===== src/rtl/k423_pkg.sv =====
// Shared types and sizing for the k423 instruction queue.
//   CORE_ADDR_W   : pc / predicted-target width
//   CORE_INST_W   : instruction width
//   IQ_DEPTH_DFLT : default queue depth
//   iq_entry_t    : one buffered fetch record {pc, inst, prediction}
package k423_pkg;

   localparam int unsigned CORE_ADDR_W   = 32;
   localparam int unsigned CORE_INST_W   = 32;
   localparam int unsigned IQ_DEPTH_DFLT = 4;

   typedef struct packed {
      logic [CORE_ADDR_W-1:0] pc;
      logic [CORE_INST_W-1:0] inst;
      logic                   prd_tkn;
      logic [CORE_ADDR_W-1:0] prd_pc;
      logic [1:0]             prd_sat_cnt;
   } iq_entry_t;

endpackage


===== src/rtl/k423_iq_ptr_ctrl.sv =====
// Pointer and occupancy control for the instruction queue.
// Ports:
//   clk_i, rst_n_i : clock, async active-low reset
//   flush_i        : clear pointers and count (priority over push/pop)
//   push_i, pop_i  : qualified write / read strobes
//   wr_ptr_o       : next slot to write
//   rd_ptr_o       : head slot
//   cnt_o          : number of valid entries (0..DEPTH)
//   full_c         : cnt == DEPTH (combinational from registered count)
//   empty_c        : cnt == 0     (combinational from registered count)
module k423_iq_ptr_ctrl
   import k423_pkg::*;
#(
   parameter int unsigned DEPTH = IQ_DEPTH_DFLT,
   localparam int unsigned PTR_W = $clog2(DEPTH),
   localparam int unsigned CNT_W = PTR_W + 1
) (
   input  logic             clk_i,
   input  logic             rst_n_i,
   input  logic             flush_i,
   input  logic             push_i,
   input  logic             pop_i,
   output logic [PTR_W-1:0] wr_ptr_o,
   output logic [PTR_W-1:0] rd_ptr_o,
   output logic [CNT_W-1:0] cnt_o,
   output logic             full_c,
   output logic             empty_c
);

   // Pointers wrap naturally because DEPTH is a power of two.
   always_ff @(posedge clk_i or negedge rst_n_i) begin
      if (!rst_n_i) begin
         wr_ptr_o <= '0;
         rd_ptr_o <= '0;
         cnt_o    <= '0;
      end else if (flush_i) begin
         wr_ptr_o <= '0;
         rd_ptr_o <= '0;
         cnt_o    <= '0;
      end else begin
         if (push_i) wr_ptr_o <= wr_ptr_o + PTR_W'(1);
         if (pop_i)  rd_ptr_o <= rd_ptr_o + PTR_W'(1);
         case ({push_i, pop_i})
            2'b10:   cnt_o <= cnt_o + CNT_W'(1);
            2'b01:   cnt_o <= cnt_o - CNT_W'(1);
            default: cnt_o <= cnt_o;
         endcase
      end
   end

   assign full_c  = (cnt_o == CNT_W'(DEPTH));
   assign empty_c = (cnt_o == '0);

endmodule


===== src/rtl/k423_if_inst_queue.sv =====
// Instruction queue between IF and ID: buffers {pc, inst, BPU prediction}
// so an ID/EX stall does not stall fetch; drains in order via valid/ready.
// Optional feature macro: K423_IQ_BYPASS_EN (empty-queue 0-cycle bypass).
// Ports:
//   clk_i, rst_n_i        : clock, async active-low reset
//   flush_i               : drop all entries and any same-cycle push
//   if_stage_vld_i        : IF offers an entry
//   iq_rdy_o              : queue can accept an entry (not full)
//   if_pc_i .. if_bpu_prd_sat_cnt_i : fetched entry fields
//   iq_vld_o              : head entry valid toward ID
//   id_stage_rdy_i        : ID accepts the head entry
//   iq_pc_o .. iq_bpu_prd_sat_cnt_o : head entry fields
module k423_if_inst_queue
   import k423_pkg::*;
#(
   parameter int unsigned DEPTH = IQ_DEPTH_DFLT
) (
   input  logic                   clk_i,
   input  logic                   rst_n_i,
   input  logic                   flush_i,
   input  logic                   if_stage_vld_i,
   output logic                   iq_rdy_o,
   input  logic [CORE_ADDR_W-1:0] if_pc_i,
   input  logic [CORE_INST_W-1:0] if_inst_i,
   input  logic                   if_bpu_prd_tkn_i,
   input  logic [CORE_ADDR_W-1:0] if_bpu_prd_pc_i,
   input  logic [1:0]             if_bpu_prd_sat_cnt_i,
   output logic                   iq_vld_o,
   input  logic                   id_stage_rdy_i,
   output logic [CORE_ADDR_W-1:0] iq_pc_o,
   output logic [CORE_INST_W-1:0] iq_inst_o,
   output logic                   iq_bpu_prd_tkn_o,
   output logic [CORE_ADDR_W-1:0] iq_bpu_prd_pc_o,
   output logic [1:0]             iq_bpu_prd_sat_cnt_o
);

   localparam int unsigned PTR_W = $clog2(DEPTH);
   localparam int unsigned CNT_W = PTR_W + 1;

   iq_entry_t        mem [DEPTH];
   iq_entry_t        in_ent_c;
   iq_entry_t        head_c;
   logic [PTR_W-1:0] wr_ptr;
   logic [PTR_W-1:0] rd_ptr;
   logic [CNT_W-1:0] cnt;
   logic             full_c;
   logic             empty_c;
   logic             bypass_c;
   logic             push_c;
   logic             pop_c;
   logic             wr_en_c;
   logic             rd_en_c;

   assign in_ent_c = '{pc:          if_pc_i,
                       inst:        if_inst_i,
                       prd_tkn:     if_bpu_prd_tkn_i,
                       prd_pc:      if_bpu_prd_pc_i,
                       prd_sat_cnt: if_bpu_prd_sat_cnt_i};

`ifdef K423_IQ_BYPASS_EN
   // Empty queue with a live fetch: present the fetch to ID in the same cycle.
   assign bypass_c = empty_c & if_stage_vld_i & ~flush_i;
`else
   assign bypass_c = 1'b0;
`endif

   assign iq_rdy_o = ~full_c;
   assign iq_vld_o = (~empty_c & ~flush_i) | bypass_c;
   assign push_c   = if_stage_vld_i & iq_rdy_o & ~flush_i;
   assign pop_c    = iq_vld_o & id_stage_rdy_i;

   // A bypassed entry consumed by ID is never stored; one that is not
   // consumed is written like a normal push.
   assign wr_en_c  = push_c & ~(bypass_c & id_stage_rdy_i);
   assign rd_en_c  = pop_c & ~bypass_c;

   k423_iq_ptr_ctrl #(
      .DEPTH (DEPTH)
   ) u_ptr_ctrl (
      .clk_i    (clk_i),
      .rst_n_i  (rst_n_i),
      .flush_i  (flush_i),
      .push_i   (wr_en_c),
      .pop_i    (rd_en_c),
      .wr_ptr_o (wr_ptr),
      .rd_ptr_o (rd_ptr),
      .cnt_o    (cnt),
      .full_c   (full_c),
      .empty_c  (empty_c)
   );

   // Entry storage; flush leaves contents in place, reset clears them.
   always_ff @(posedge clk_i or negedge rst_n_i) begin
      if (!rst_n_i) begin
         for (int i = 0; i < DEPTH; i++) mem[i] <= '0;
      end else if (wr_en_c) begin
         mem[wr_ptr] <= in_ent_c;
      end
   end

   // Head selection: storage slot, or the incoming fetch when bypassing.
   always_comb begin
      head_c = mem[rd_ptr];
      if (bypass_c) head_c = in_ent_c;
   end

   assign iq_pc_o              = head_c.pc;
   assign iq_inst_o            = head_c.inst;
   assign iq_bpu_prd_tkn_o     = head_c.prd_tkn;
   assign iq_bpu_prd_pc_o      = head_c.prd_pc;
   assign iq_bpu_prd_sat_cnt_o = head_c.prd_sat_cnt;

endmodule

===== config.mk =====
export PLATFORM = sky130hd
export DESIGN_NAME = k423_if_inst_queue
export DESIGN_NICKNAME = d
export VERILOG_FILES = /design/src/rtl/k423_pkg.sv /design/src/rtl/k423_iq_ptr_ctrl.sv /design/src/rtl/k423_if_inst_queue.sv
export SDC_FILE = /design/constraint.sdc
export NUM_CORES = 1
export LEC_CHECK = 0
export CAP_MARGIN = 0
export CORE_MARGIN = 1
export CORE_UTILIZATION = 50
export CTS_BUF_LIST = sky130_fd_sc_hd__clkbuf_4 sky130_fd_sc_hd__clkbuf_8 sky130_fd_sc_hd__clkbuf_16
export DETAILED_ROUTE_END_ITERATION = 10
export MAX_ROUTING_LAYER = met4
export PLACE_DENSITY = 0.84
export SETUP_SLACK_MARGIN = 0.2
export SLEW_MARGIN = 10
export SYNTH_ARGS = -nofsm -noshare
export SYNTH_HDL_FRONTEND = slang
export SYNTH_SLANG_ARGS = --single-unit

===== constraint.sdc =====
create_clock -name clk_i -period 2.3 [get_ports clk_i]
set_input_delay 0.575 -clock clk_i [delete_from_list [all_inputs] [get_ports clk_i]]
set_output_delay 0.575 -clock clk_i [all_outputs]
set_load 0.005 [all_outputs]

; ---- Yosys cells after proc, flatten, opt, wreduce, memory -nomap -nowiden
; Index checks and enable logic that the tools add are counted.
[op_classes]
muxes = 12
multipliers = 0
n_lt_le_gt_ge = 3
eq_ne = 3
n_reduce_logical = 5
bitwise = 9
div = 0
n_shift = 0
add_sub_neg = 4
[op_table]
columns = op, n
row1 = bitwise mux 396 bit, 1
row2 = 2-to-1 mux 99 bit, 3
row3 = binary-select mux 99 bit (select 2 bit), 1
row4 = demux 99 bit (select 2 bit), 1
row5 = 2-to-1 mux 2 bit, 4
row6 = greater-or-equal comparator 3 bit (second input constant), 2
row7 = NOT 2 -> 3 bit, 2
row8 = one-hot mux 3 bit (2 select lines), 1
row9 = adder 2 x 1 -> 2 bit (second input constant), 2
row10 = AND 1 bit, 4
row11 = nonzero test 2 bit, 2
row12 = adder 3 x 1 -> 3 bit (second input constant), 1
row13 = == test 3 bit (second input constant), 1
row14 = logical NOT 3 bit, 1
row15 = < comparator 3 x 1 -> 1 bit (second input constant), 1
row16 = 2-to-1 mux 3 bit, 1
row17 = NOT 1 bit, 3
row18 = nonzero test 3 bit, 1
row19 = subtractor 3 x 1 -> 3 bit (second input constant), 1
row20 = == test 2 x 1 -> 1 bit (second input constant), 1
row21 = == test 2 bit (second input constant), 1
row22 = logical AND 1 bit, 1
[totals]
input_bits = 104
register_bits = 403
latch_bits = 0
ramBits = 0
wordCells = 59
mem_count = 0
mem_bits_ro = 0

; ---- Longest topological paths before layout
[logic_depth]
depth_word = 7
ltp_mapped = 8

; ---- Modules after synthesis
; Synthesis repeated with hierarchy kept, for this count alone.
[unflattened]
cells_unflattened = 995
hier_area_um2 = 17381.7
[by_module_without_submodules]
columns = module, seq_area_each_um2, area_per_inst_um2, instances, cells_per_inst
row1 = k423_if_inst_queue, 9909.5, 17041.3, 1, 964
row2 = k423_iq_ptr_ctrl, 175.2, 340.3, 1, 31

; ---- Least setup slack after synthesis
; No wires, ideal clock.
[synth_path]
kind = register -> output
startpoint = register u_ptr_ctrl.rd_ptr_o[1]
endpoint = output port iq_pc_o[11]
slack_ns = 0.075
stages_incl_launch_ff = 5
required_time_ns = 1.725
path_buffers = 3
arrival_ns = 1.650
cell_sequence = dfrtp_1 clkbuf_1 clkbuf_1 buf_1 mux4_2
[synth_between]
elab_chain_cells = 4
[synth_rtl]
columns = item, line_no
row1 = start: declaration, k423_iq_ptr_ctrl.sv:24  ; output logic [PTR_W-1:0] rd_ptr_o,
row2 = start signal: assignment, k423_iq_ptr_ctrl.sv:42  ; if (pop_i) rd_ptr_o <= rd_ptr_o + PTR_W'(1);
row3 = NOT 2 -> 3 bit (implied by the code), k423_if_inst_queue.sv:103  ; head_c = mem[rd_ptr];
row4 = binary-select mux 99 bit (select 2 bit), k423_if_inst_queue.sv:103
row5 = 2-to-1 mux 99 bit (implied by the code) (2 in a row), k423_if_inst_queue.sv:103
row6 = end: declaration, k423_if_inst_queue.sv:30  ; output logic [CORE_ADDR_W-1:0] iq_pc_o,
; Every way passes these cells. The select of a mux whose other input is x is not followed.

; ---- Final worst setup path
[layout_path]
startpoint = register u_ptr_ctrl.rd_ptr_o[0]
endpoint = output port iq_bpu_prd_pc_o[10]
[layout_between]
elab_chain_cells = 4
[layout_rtl]
columns = item, line_no
row1 = NOT 2 -> 3 bit (implied by the code), k423_if_inst_queue.sv:103
row2 = binary-select mux 99 bit (select 2 bit), k423_if_inst_queue.sv:103
row3 = 2-to-1 mux 99 bit (implied by the code) (2 in a row), k423_if_inst_queue.sv:103
row4 = end: declaration, k423_if_inst_queue.sv:33  ; output logic [CORE_ADDR_W-1:0] iq_bpu_prd_pc_o,
; Every way passes these cells. The select of a mux whose other input is x is not followed.

==> results.toml <==
[critical_path]
timing_worst_setup_path_type = "register to output pin"
cp.required_ns = 1.73
crit_slowest_cell = "dfrtp_4"
cp_cell_sequence = "buf_12 > buf_12 > buf_12 > buf_12 > mux4_2 > buf_2"
critPathLaunchType = "register"
regToRegEndpoint = "mem[337]$_DFFE_PN0P_"
critPathMaxStageDelay_ns = 0.52
reg2reg_from = "u_ptr_ctrl.cnt_o[2]$_DFFE_PN0P_"
crit_arrival_ns = 2.25
path_delay_family = "buffers and inverters"
cp_common_cell = "buf_12"
reg2reg_slack_ns = 0.10
end_kind = "output pin"
ff2ff_path_depth = 8
path_buf_inv = 5
critPathMaxFanout = 8

[detailed_routing]
finalWirelength_microns = 49900
drt-met1-wl_microns = 20100
antenna_left = 0
drt-initial-drc-count = 520
drt-pass1-iter-count = 4
drc = 0
viasPerCell = 5.80
wl_met2_microns = 25800
wl_met3_microns = 2540
top_layer_used = "met4"
via_count = 10797
wl_per_cell_microns = 26.8

[cts]
clock_sink_count = 403
cts_max_level = 2
cts.reportedPaths.clkPinSlew_ns = 0.06
cts_tree = "built"
cts-root-buf = "clkbuf_16"
cts_made_buffers = 43
clock_latency_ns = 0.55
clock_path_buffers = 3

[finish]
final_util = 0.729
antenna_cells = 0
nFillCells = 1979
final_common_cell = "dfrtp_1"
final-seq-area_sq_um = 10100
fin_nets = 1487
drive_gt1_frac = 0.614
area_delta_synth_final_pct = 42.8
fin_cells = 1863
multi_input_area_sq_um = 8490
final_cell_mix = "401 x dfrtp_1, 331 x mux2_4, 101 x clkdlybuf4s50_1, 99 x mux4_2, 69 x clkbuf_16"

[sta]
period_needed_ns = 2.83
maxSlewViolCount = 0
tightest_slew_ns = 0.591
finalHoldViolations = 0
rsz0062_at_grt = "yes"
skew_ns = 0.0244
setup_violations = 99
clock.fmax_ghz = 0.353
relSlewSlack = 0.606
worst_slack_ns = -0.530
period_share = 1.23

[pwr]
pwr-share-clk = 0.269
power.density_nw_per_um2 = 1040
seqPwrFrac = 0.417
switching_power_mw = 6.84
p_leak_nw = 12.1
vdd_drop_max_mv = 0.806
internal_power_mw = 19.4
pwr-share-comb = 0.314
swShare = 0.261

[floorplan]
core_sq_um = 34600
initial_utilization = 0.511
die_area_sq_um = 36100
die_h_microns = 190
io_pins = 205
die_w_microns = 190
rows = 68

[global_route]
grt_max_degree = 49
grt_pass1_wl_microns = 68000
grt_pass1_vias = 11854
grt_antenna_before_repair = 0
grtUsageTotal = 0.250
gr-total-overflow = 0

[hold_path]
min_to = "u_ptr_ctrl.cnt_o[0]$_DFFE_PN0P_"
hold_path.class = "primary input to register"
hp-start = "flush_i"
holdPathStages = 2

[synthesis]
synth_area_per_cell_sq_um = 17.4
synth_edf_count = 0
seq_area_frac_synth = 0.570
synthFlopType = "dfrtp_1"
syn_nets = 1127
synthesis.yosys.warnings = 0
syn_inst = 1018
synth_area_sq_um = 17700
postSynth.asyncResetShare = 1.00
synth_cell_types = 38
synth_seq_cells = 403

[status]
violations = "setup timing"
outcome = "finished, violations left"

[placement]
dp_cells = 1704
place.gp.congestion = 0.801
hpwl_microns = 25600
io_buffers = 204

[flow_run]
drv_cap = 0
[per-layer routing]
metal / vias up / global-route usage
li1: 4536 / -
met1: 5870 / 0.313
met2: 303 / 0.412
met3: 88 / 0.0539
met4: 0 / 0.0707
met5: - / -
[cell type report]
class / count / share of cell area
well taps: 455 / 0.0225
inverters: 2 / 0.000297
clock inverters: 9 / 0.00391
flip-flops and latches: 403 / 0.400
clock buffers: 66 / 0.0531
multi-input cells: 552 / 0.336
repair buffers: 376 / 0.184
[timing repair]
action / in CTS / in global routing
buffers inserted: 28 / 13
endpoints found under the setup margin: 102 / 460
resized for setup: 708 / 161
pin swaps: 4 / 6
hold buffers: 1 / 0
cloned: 5 / 37
hold endpoints to repair: 41 / 0
[Yosys cell counts (all sizes together), types with 2 or more instances]
cell type | count | area, sq um
clkbuf | 14 | 52.6
dfrtp | 403 | 10100
xnor2 | 2 | 17.5
nor3 | 3 | 15.0
nor2 | 7 | 26.3
mux4 | 99 | 2230
nand2b | 3 | 18.8
buf | 54 | 427
xor2 | 2 | 17.5
o21ai | 2 | 10.0
nor2b | 2 | 12.5
nand3 | 3 | 15.0
a21oi | 2 | 10.0
ha | 4 | 50.1
or3b | 2 | 17.5
mux2 | 396 | 4500
nand2 | 7 | 75.1
inv | 2 | 7.51
[metrics by stage]
stage	worst slack (ns)	total power, mW	instance area, sq um	TNS [ns]	hold WS, ns
floorplan	0.215	14.2	17700	0	0.279
global placement	-0.166	16.9	21100	-26.21	0.469
detailed placement	-0.183	17.3	21100	-32.37	0.480
CTS	-0.523	25.0	23700	-40.94	0.391
global route	-0.561	27.3	25300	-44.83	0.417
finish	-0.530	26.2	25300	-40.62	0.426
[power by group through the flow]
stage / sequential, mW / combinational [mW] / clock [mW]
6_report: 10.9 / 8.23 / 7.05
5_1_grt: 11.2 / 8.70 / 7.44
4_1_cts: 10.7 / 7.22 / 7.08
3_5_place_dp: 10.7 / 6.51 / 0
3_3_place_gp: 10.6 / 6.32 / 0
2_1_floorplan: 10.3 / 3.91 / 0
[sequential cells by signal (all words and copies together), names as in the netlist]
register / count
mem: 396
u_ptr_ctrl.cnt_o: 3
u_ptr_ctrl.rd_ptr_o: 2
u_ptr_ctrl.wr_ptr_o: 2
[worst max-delay path by stage]
stage,startpoint,end,depth (start not counted)
after floorplan,u_ptr_ctrl.rd_ptr_o[1]$_DFFE_PN0P_,iq_pc_o[11],4
after global placement,if_stage_vld_i,u_ptr_ctrl.cnt_o[2]$_DFFE_PN0P_,7
after detailed placement,if_stage_vld_i,u_ptr_ctrl.cnt_o[2]$_DFFE_PN0P_,7
after CTS,u_ptr_ctrl.rd_ptr_o[0]$_DFFE_PN0P_,iq_bpu_prd_pc_o[10],6
after global routing,u_ptr_ctrl.rd_ptr_o[0]$_DFFE_PN0P_,iq_bpu_prd_pc_o[10],6
final,u_ptr_ctrl.rd_ptr_o[0]$_DFFE_PN0P_,iq_bpu_prd_pc_o[10],6
[logic make-up after synthesis]
family                     count (synthesis)  share of synthesized area
AOI/OAI and AO/OA                          9                    0.00333
and+or+nand+nor                           32                     0.0125
DFF                                      403                      0.570
adders and majority gates                  5                    0.00396
xor gates and xnor gates                   4                    0.00198
muxes                                    495                      0.380
buffers and inverters                     70                     0.0275
[worst reg2reg max path: cells and delay by family, from the launching register on]
kind	cells	cell delay (ns)
muxes	1	0.30
buffers and inverters	4	0.62
DFF	1	0.41
and+or+nand+nor	3	0.75
Power figures use the tool's default switching activity.
==> edit (same flow settings) <==
Build with the macro `K423_IQ_BYPASS_EN` defined.
--- a/src/rtl/k423_if_inst_queue.sv
+++ b/src/rtl/k423_if_inst_queue.sv
@@ -11,4 +11,6 @@
 //   id_stage_rdy_i        : ID accepts the head entry
 //   iq_pc_o .. iq_bpu_prd_sat_cnt_o : head entry fields
+`define K423_IQ_BYPASS_EN
+
 module k423_if_inst_queue
    import k423_pkg::*;
Check against the original RTL: not equivalent (Yosys sat finds a counterexample within 4 cycles, from zero or initial values and one cycle with rst_n_i low).
==> edit against the unedited design <==
  * The flow still finishes with violations (setup timing)
  * Area after synthesis grew 6.6%
  * Routed wire length increased by 12%
  * Power increased by 6.8%
  * Cell area rose by 13%
  * Setup slack got worse by 0.32 ns
  * Sequential share of layout area decreased by 4.6 points
  * Sequential cell count is the same
  * Critical path depth rose by 2
  * Critical path type unchanged
==> edit: results (changes against the unedited design) <==
| Metric | Value |
|---|---|
| Final worst setup slack | `-0.845 ns (-0.315 ns)` |
| Overall global routing resource usage | `25.7% (+0.66 points)` |
| Post-Route WL | `56.1 mm (+12%)` |
| Post-route setup TNS | `-65.81 ns (-25.19 ns)` |
| First-pass GRT wire length | `73.7 mm (+8.5%)` |
| HPWL after detailed placement | `27.8 mm (+8.5%)` |
| Number of distinct library cell variants in the gate-level netlist after synthesis | `32 (-16%)` |
| Violations in the final reports | `setup timing` |
| Data arrival, critical path | `2.57 ns (+0.32 ns)` |
| Comb power | `10.1 mW (+23%)` |
| Transition time at the pin with the least slew margin | `0.511 ns (-0.0806 ns)` |
| Internal reg-to-reg setup slack | `0.04 ns (-0.06 ns)` |
| Critical-path maximum fanout | `7 (-1)` |
| Worst hold path class | `reg -> reg` |
| Launching point of the worst reg2reg path | `u_ptr_ctrl.cnt_o[0]$_DFFE_PN0P_` |
| Antenna violations before repair | `3 (+3)` |
| Total met3 wirelength after detailed routing | `2.24 mm (-12%)` |
| Reported leakage power | `14.2 nW (+17%)` |
| IR drop worst, VDD | `797 uV (-1.2%)` |
| Worst setup path endpoint | `iq_inst_o[9]` |
| Critical R2R Capture | `mem[269]$_DFFE_PN0P_` |
| Number of DRC violations after detailed-routing iteration 0 | `659 (+27%)` |
| Number of nets produced by synthesis | `1238 (+9.8%)` |
| Number of global-route vias before repair | `13082 (+10%)` |
| Post-cts repair resize count | `657 (-7.2%)` |
| Leading cell types by total area after synthesis | `dfrtp_1, mux2_2, mux4_2` |
| Global-route met2 utilization | `43.3% (+2.1 points)` |
| Worst r2r path cells | `9 (+1)` |
| Outcome | `finished, violations left` |
| Final worst clock skew | `0.0234 ns (-0.00108 ns)` |
| First drt pass iteration count | `5 (+1)` |
| Clock buffers created by TritonCTS | `42 (-2.3%)` |
| Count of buffers added by post-CTS timing repair for setup | `74 (+160%)` |
| Gpl congestion | `0.758 (-5.3%)` |
| Clock distribution power | `7.06 mW (about the same)` |
| Wl on met1 | `23.0 mm (+15%)` |
| Switching share of total power | `25.9% (-0.16 points)` |
| Met1 usage in global routing | `32.8% (+1.5 points)` |
| Filler instances | `1918 (-3.1%)` |
| Worst hold slack | `0.490 ns (+0.0642 ns)` |
| Final Setup Violations | `99 (unchanged)` |
edit: kinds of logic (layout without fill, tap and decap cells):
group                      count (synthesis)  count (layout)  share of synthesized area (%)
DFF                                      403             403                           53.5
other                                      0               3                              0
adders and majority gates                  5               5                          0.372
xor gates and xnor gates                   3               3                          0.139
AOI/OAI and AO/OA                         19              19                           1.02
buffers and inverters                     84             609                           2.86
muxes                                    596             596                           41.5
and+or+nand+nor                           19              19                          0.584
edit: area by class of cell:
type | instances | area [um2] | share of cell area (%)
clock inverter | 9 | 124 | 0.434
clock buffer | 63 | 1310 | 4.60
antenna | 3 | 7.51 | 0.0263
inverter | 4 | 15.0 | 0.0526
sequential | 403 | 10100 | 35.4
multi-input combinational | 642 | 9790 | 34.3
tap | 504 | 631 | 2.21
timing repair buffer | 533 | 6570 | 23.0
edit: stage by stage:
step	total power, mW	cell area [um2]	setup slack (ns)	cells	util (%)
after floorplan	14.7	18900	0.0679	1129	-
after global placement	17.7	23100	-0.725	1947	62.7
after detailed placement	18.1	23100	-0.771	1947	62.7
after CTS	26.3	26400	-0.809	2108	71.5
after global routing	29.1	28500	-0.846	2161	77.4
final	28.0	28500	-0.845	2161	77.4
edit: how the worst min path moves through the flow:
stage / start / endpoint / cells past startpoint
after floorplan: rst_n_i / mem[0]$_DFFE_PN0P_ / 0
after global placement: mem[89]$_DFFE_PN0P_ / mem[89]$_DFFE_PN0P_ / 1
after detailed placement: mem[97]$_DFFE_PN0P_ / mem[97]$_DFFE_PN0P_ / 1
after CTS: mem[286]$_DFFE_PN0P_ / mem[286]$_DFFE_PN0P_ / 1
after global routing: mem[159]$_DFFE_PN0P_ / mem[159]$_DFFE_PN0P_ / 1
final: mem[191]$_DFFE_PN0P_ / mem[191]$_DFFE_PN0P_ / 1
